`src/rtl/display_writer.sv`:
```
// Converts a 16-bit binary value to five BCD digits and writes an 8-entry
// burst (digits, decimal point, leading-zero blanking) into a display RAM.
module display_writer (
  input  logic        clk,
  input  logic        rst_n,
  input  logic        start,
  input  logic [15:0] value,
  input  logic        dp_en,
  input  logic [2:0]  dp_pos,
  input  logic        blank_lz,
  output logic        W,
  output logic [2:0]  WADD,
  output logic [5:0]  DIN,
  output logic        busy,
  output logic        done
);

  typedef enum logic [1:0] {
    S_IDLE,
    S_CONV,
    S_WRITE,
    S_DONE
  } state_t;

  state_t      r_state;
  state_t      w_next;

  logic [15:0] r_shift;
  logic [19:0] r_bcd;
  logic [3:0]  r_cnt;
  logic [2:0]  r_addr;
  logic        r_dp_en;
  logic [2:0]  r_dp_pos;
  logic        r_blank_lz;

  logic [18:0] w_bcd_adj;
  logic [5:0]  w_din_tab [8];
  logic        w_zero_run;
  logic        w_blank;
  logic [3:0]  w_digit;

  // ---------------------------------------------------------------------------
  // State register
  // ---------------------------------------------------------------------------
  always_ff @(posedge clk or negedge rst_n) begin
    if (!rst_n) begin
      r_state <= S_IDLE;
    end else begin
      r_state <= w_next;
    end
  end

  // NOTE: every signal driven here gets a default before the case, so no
  // path through the block can leave a value held and infer a latch.
  always_comb begin
    w_next = r_state;
    case (r_state)
      S_IDLE:  if (start)            w_next = S_CONV;
      S_CONV:  if (r_cnt == 4'd15)   w_next = S_WRITE;
      S_WRITE: if (r_addr == 3'd7)   w_next = S_DONE;
      S_DONE:                        w_next = S_IDLE;
      default:                       w_next = S_IDLE;
    endcase
  end

  // ---------------------------------------------------------------------------
  // Double-dabble adjust. d4 never exceeds 3 before the final shift (65535
  // tops out at 6), so only d0..d3 need the add-3 correction.
  // ---------------------------------------------------------------------------
  always_comb begin
    w_bcd_adj[18:16] = r_bcd[18:16];
    for (int i = 0; i < 4; i++) begin
      w_bcd_adj[4*i +: 4] = (r_bcd[4*i +: 4] >= 4'd5) ? r_bcd[4*i +: 4] + 4'd3
                                                       : r_bcd[4*i +: 4];
    end
  end

  // NOTE: the datapath registers are reset explicitly as well, so a burst cut
  // short by reset leaves no stale digits or counters behind.
  always_ff @(posedge clk or negedge rst_n) begin
    if (!rst_n) begin
      r_shift    <= '0;
      r_bcd      <= '0;
      r_cnt      <= '0;
      r_addr     <= '0;
      r_dp_en    <= 1'b0;
      r_dp_pos   <= '0;
      r_blank_lz <= 1'b0;
    end else begin
      case (r_state)
        S_IDLE: begin
          if (start) begin
            r_shift    <= value;
            r_dp_en    <= dp_en;
            r_dp_pos   <= dp_pos;
            r_blank_lz <= blank_lz;
            r_bcd      <= '0;
            r_cnt      <= '0;
            r_addr     <= '0;
          end
        end
        S_CONV: begin
          r_bcd   <= {w_bcd_adj, r_shift[15]};
          r_shift <= {r_shift[14:0], 1'b0};
          r_cnt   <= r_cnt + 4'd1;
        end
        S_WRITE: begin
          r_addr <= r_addr + 3'd1;
        end
        default: ;
      endcase
    end
  end

  // ---------------------------------------------------------------------------
  // Per-address write data. Walk from d4 downwards keeping a running
  // "everything above is zero" flag to find the leading zeros.
  // ---------------------------------------------------------------------------
  // NOTE: blocking assignments are used inside always_comb so the running flag
  // updates in loop order; sequential blocks above use non-blocking only.
  always_comb begin
    w_zero_run = 1'b1;
    w_blank    = 1'b0;
    w_digit    = '0;
    for (int k = 0; k < 8; k++) begin
      w_din_tab[k] = {5'b0, r_dp_en && (r_dp_pos == 3'(k))};
    end
    for (int k = 4; k >= 0; k--) begin
      w_digit    = r_bcd[4*k +: 4];
      w_zero_run = w_zero_run && (w_digit == 4'd0);
      w_blank    = r_blank_lz && (k != 0) && w_zero_run &&
                   (!r_dp_en || (3'(k) > r_dp_pos));
      if (!w_blank) begin
        w_din_tab[k][5:1] = {1'b1, w_digit};
      end
    end
  end

  // ---------------------------------------------------------------------------
  // Outputs decode from state only, so reset clears them without waiting for
  // a clock edge.
  // ---------------------------------------------------------------------------
  always_comb begin
    W    = 1'b0;
    WADD = '0;
    DIN  = '0;
    busy = 1'b0;
    done = 1'b0;
    case (r_state)
      S_CONV: busy = 1'b1;
      S_WRITE: begin
        busy = 1'b1;
        W    = 1'b1;
        WADD = r_addr;
        DIN  = w_din_tab[r_addr];
      end
      S_DONE: done = 1'b1;
      default: ;
    endcase
  end

endmodule

```
`config.mk`:
```
export PLATFORM = sky130hd
export DESIGN_NAME = display_writer
export DESIGN_NICKNAME = d
export VERILOG_FILES = /design/src/rtl/display_writer.sv
export SDC_FILE = /design/constraint.sdc
export NUM_CORES = 1
export LEC_CHECK = 0
export ABC_AREA = 0
export BUFFER_PORTS_ARGS = -buffer_cell sky130_fd_sc_hd__buf_4
export CAP_MARGIN = 15
export CORE_MARGIN = 5
export CORE_UTILIZATION = 52
export DETAILED_ROUTE_END_ITERATION = 6
export PLACE_DENSITY = 0.77
export SYNTH_ARGS = -nofsm -noshare
export SYNTH_HDL_FRONTEND = slang
export SYNTH_SLANG_ARGS = --single-unit
```
`constraint.sdc`:
```
create_clock -name clk -period 1.9 [get_ports clk]
set_clock_uncertainty 0.15 [all_clocks]
set_input_delay 0.38 -clock clk [delete_from_list [all_inputs] [get_ports clk]]
set_output_delay 0.38 -clock clk [all_outputs]
set_load 0.02 [all_outputs]
```
* Yosys cells after proc, flatten, opt, wreduce, memory -nomap -nowiden *
Cells that the tools add are included.

word-level totals
  register bits after elaboration = 50
  input port bits = 24
  output and inout bits = 12
  word-level logic and storage cells = 104

operators by class
  add/sub/neg operators = 6
  $lt $le $gt $ge = 9
  eq/ne operators = 15
  multiplexer cells = 28
  bitwise operators = 1
  reduce and logical (&&, ||, !) cells = 37

operators by type and width
  cell                                                               count
  case mux 20 bit (2 select lines)                                   1
  case mux 16 bit (2 select lines)                                   1
  two-way mux 20 bit                                                 1
  two-way mux 4 bit                                                  5
  two-way mux 5 bit                                                  4
  logical AND 1 bit                                                  19
  binary-select mux 6 bit (select 3 bit)                             1
  two-way mux 6 bit                                                  3
  adder 4 x 2 -> 4 bit, second input constant                        4
  greater-or-equal comparator 4 x 3 -> 1 bit, second input constant  4
  logical NOT 4 bit                                                  4
  two-way mux 16 bit                                                 1
  equality test 3 bit, second input constant                         5
  case mux 2 bit (4 select lines)                                    1
  case mux 4 bit (2 select lines)                                    1
  equality test 3 x 2 -> 1 bit, second input constant                2
  > comparator 2 x 3 -> 1 bit, first input constant                  2
  two-way mux 2 bit                                                  3
  two-way mux 3 bit                                                  2
  inequality test 2 bit, second input constant                       3
  case mux 3 bit (2 select lines)                                    1
  AND reduction 2 bit                                                3
  adder 4 x 1 -> 4 bit, second input constant                        1
  equality test 2 bit, second input constant                         2
  other kinds (16)                                                   22

* Logic depth before layout (Yosys ltp) *
  word-level depth = 11
  gate-level depth with buffers = 8
  mapped depth without buffers = 6

* Least setup slack after synthesis *
Ideal clock, no wire load.

  path type = register to output
  from = register r_state[0]
  to = output port DIN[5]
  arrival = 1.855 ns
  data required time = 1.370 ns
  setup slack = -0.485 ns
  stages on the path, launching flop included = 7
  buffers on the path = 0
  cell sequence = dfrtp_1 -> inv_1 -> ha_1 -> or3b_1 -> a31oi_1 -> o32ai_1 -> a41oi_1

on the way
  cells in the longest elaborated chain, start to end = 2

RTL lines
  item                    RTL line  source
  from (decl)             25        state_t r_state;
  from (signal assigned)  49        r_state <= w_next;
  equality test 2 bit     149       case (r_state)
  two-way mux 6 bit       149
  to (decl)               13        output logic [5:0] DIN,

No other way between the ends.

* Worst setup path in the final report *
Same ends and word-level chain as after synthesis.

==> run_results.csv <==
group,metric,value,unit
route,num_vias,3013,
cells_and_area,fin_nets,441,
yosys,synth_top_area_share,42.5,%
route,drt_first_pass_iters,5,
sta,fin_crit,2550,ps
setup_path,crit_arrival,2020,ps
sta,fin_crit_sh,134,%
run,maxCapViolations,0,
power_and_ir_drop,p_int,0.00441,W
sta,final_max_slew_viol_count,0,
sta,rsz0062_at_grt,"yes",
cells_and_area,drive_gt1_share,44.5,%
yosys,ys_ff_latch,50,
floorplanning,rows,27,
clock_tree,clock_latency,320,ps
power_and_ir_drop,combPwrFrac,66.0,%
clock_tree,clk_pin_slew_worst_paths,100,ps
sta,worst_pin_slew,673,ps
cells_and_area,n_fill_cell,297,
placement,place.port_buffers,35,
floorplanning,start_util,53.5,%
yosys,synth_edf_count,0,
route,via_per_inst,6.38,
floorplanning,die_x,85.3,um
power_and_ir_drop,power_leakage,1.95,nW
sta,finalSetupViolations,13,
power_and_ir_drop,p_per_area,1820,nW/um^2
yosys,syn_area,2950,um^2
grt,grt_use_total,23.8,%
setup_path,setup.worst_path.start_class,"flop",
floorplanning,fp.dieH,85.3,um
yosys,ys.flop_type,"dfrtp_1",
route,wl,10.1,mm
sta,fin_ws,-646,ps
yosys,syn_nets,340,
clock_tree,numCtsBuffers,5,
run_status,failed_checks,"negative setup slack",
route,ant_nets,0,
grt,grt_pass1_wl,13.9,mm
route,drt_iter0_drc,246,
setup_path,critical_path_class,"reg -> out",
cells_and_area,layout_common_cells,"88 x buf_4, 49 x dfrtp_1, 25 x nand2_1",
placement,detailed_place_hpwl,5.59,mm
sta,slew_headroom,55.2,%
grt,grt_max_degree,51,
power_and_ir_drop,clockPowerShare,10.2,%
power_and_ir_drop,swShare,44.9,%
cells_and_area,fin_util,79.9,%
floorplanning,dieArea,7270,um^2
power_and_ir_drop,irDropWorstVdd,900,uV
clock_tree,h-tree-depth,2,
grt,antenna_found_initial,0,
yosys,yosys_warnings,0,
yosys,ys_types,48,
yosys,async_flop_share,100,%
grt,grt_pass1_vias,2818,
clock_tree,clockBufferDepth,2,
clock_tree,cts_tree,"done",
power_and_ir_drop,p_seq_share,23.8,%
cells_and_area,antenna_cells,0,
clock_tree,cts.sinks,50,
sta,hold_viol_final,0,
yosys,synthCells,298,
yosys,syn_area_per_cell,9.88,um^2
route,route.detailed.drc,0,
yosys,synth_seq_area_share,42.5,%
sta,fmax,393,MHz
sta,fin_setup_tns,-3560,ps
setup_path,cp-end-kind,"output pin",
placement,routabilityCongestion,0.815,
route,routedWlPerCell,21.4,um
clock_tree,cts-root-buf,"clkbuf_8",
power_and_ir_drop,switchingPower,0.00359,W
hold_path,holdCritPathClass,"in -> reg",
cells_and_area,final_common_cell,"buf_4",
yosys,synth_largest_area_cell,"dfrtp_1",
sta,whs,122,ps
setup_path,critPathRequiredTime,1370,ps
setup_path,crit_fanout,3,
run_status,outcome,"finished, violations left",
floorplanning,core,5510,um^2
floorplanning,ios,36,
grt,grt-ovfl-total,0,
cells_and_area,syn2layout_area_growth,49.4,%
yosys,synth.area.top_cells,"dfrtp_1 42%, ha_1 7.6%, o22ai_1 4.5%, mux2i_1 3.7%, nand2_1 3.6%",
Yosys cell counts, types with 2 or more instances:
cell and count:
a22o_1 7, mux4_2 2, clkbuf_1 6, o22ai_1 21
a31oi_1 5, buf_2 11, nor2b_1 3, mux2_1 5
ha_1 18, a211oi_1 2, dfrtp_1 50, o31ai_1 4
nor3b_1 4, o21ai_1 17, nand3_1 4, o31ai_2 3
nor2_1 10, a21oi_1 15, nand3b_1 2, nor3_1 3
o21ai_0 8, o311ai_1 2, xor2_1 3, a21boi_0 2
nand2_1 28, a21o_1 2, xnor2_1 5, a32o_1 6
inv_1 13, nand2b_1 6, o211ai_1 2, o32ai_1 3
mux2i_1 11
power by group through the flow:
stage               clock network (W)  logic [W]  registers, W
finish                       0.000817    0.00527       0.00190
detailed placement                  0    0.00387       0.00185
global placement                    0    0.00373       0.00182
CTS                          0.000819    0.00438       0.00186
floorplan                           0    0.00240       0.00180
global route                 0.000873    0.00562       0.00194
metrics by stage:
step                      cell area [um^2]  power (W)  instances  worst slack [ps]
after floorplan                       3020    0.00420        298              -215
after global placement                3760    0.00556        446              -176
after detailed placement              3760    0.00572        446              -235
after CTS                             4110    0.00706        460              -527
after global routing                  4400    0.00843        472              -705
final                                 4400    0.00799        472              -646
layer usage:
layer / global-route usage [%] / vias up / wire, um
met5: 0 / - / 0
met2: 40.3 / 160 / 5180
met4: 7.77 / 0 / 286
met3: 4.17 / 38 / 680
li1: - / 1307 / -
met1: 30.8 / 1508 / 3960
logic make-up (layout without fill, tap and decap cells):
group / Yosys count / in the layout / synth area share (%)
adders and majority gates: 18 / 18 / 7.65
xor gates and xnor gates: 8 / 8 / 2.38
DFF: 50 / 50 / 42.5
AOI/OAI and AO/OA: 104 / 104 / 23.7
and+or+nand+nor: 66 / 66 / 11.1
muxes: 20 / 20 / 8.03
buffers and inverters: 32 / 134 / 4.67
flip-flops by register name, indices dropped and copies added, names as in the netlist:
| name | flops |
|---|---|
| r_addr | 3 |
| r_blank_lz | 1 |
| r_bcd | 20 |
| r_state | 2 |
| r_dp_en | 1 |
| r_shift | 16 |
| r_dp_pos | 3 |
| r_cnt | 4 |
layout make-up:
cell class	count	area [um^2]	area share (%)
Timing Repair Buffer	112	970	22.0
Inverter	14	60.1	1.37
Clock buffer	6	82.6	1.88
Clock inverter	2	38.8	0.882
Sequential cell	50	1250	28.5
Multi-Input combinational cell	216	1910	43.3
Tap cell	72	90.1	2.05
worst paths after layout:
check	from	end	slack [ps]	depth (start not counted)
worst max-delay path	r_state[0]	DIN[5]	-650	7
worst min-delay path	blank_lz	r_blank_lz	120	2
worst max register to register	r_state[1]	r_state[0]	-30	8
worst min register to register	r_shift[2]	r_shift[2]	350	2
max in group asynchronous	rst_n	r_addr[0]	630	2
min in group asynchronous	rst_n	r_bcd[19]	500	2
critical path, cell delays in order, from the launching register on:
cell and delay (ps):
dfrtp_1 410, inv_2 90, ha_4 160, or3b_4 410
a31oi_4 180, o32ai_2 100, a41oi_2 180, buf_4 170
repair_timing:
item / 4_1_cts / 5_1_grt
setup buffers: 9 / 12
endpoints found under the hold margin: 50 / 0
endpoints found under the setup margin: 34 / 33
pin swaps: 7 / 11
resized for setup: 38 / 43
hold buffers: 1 / 0
cloned: 0 / 2
Note: power is estimated with default switching activity, not from simulation.
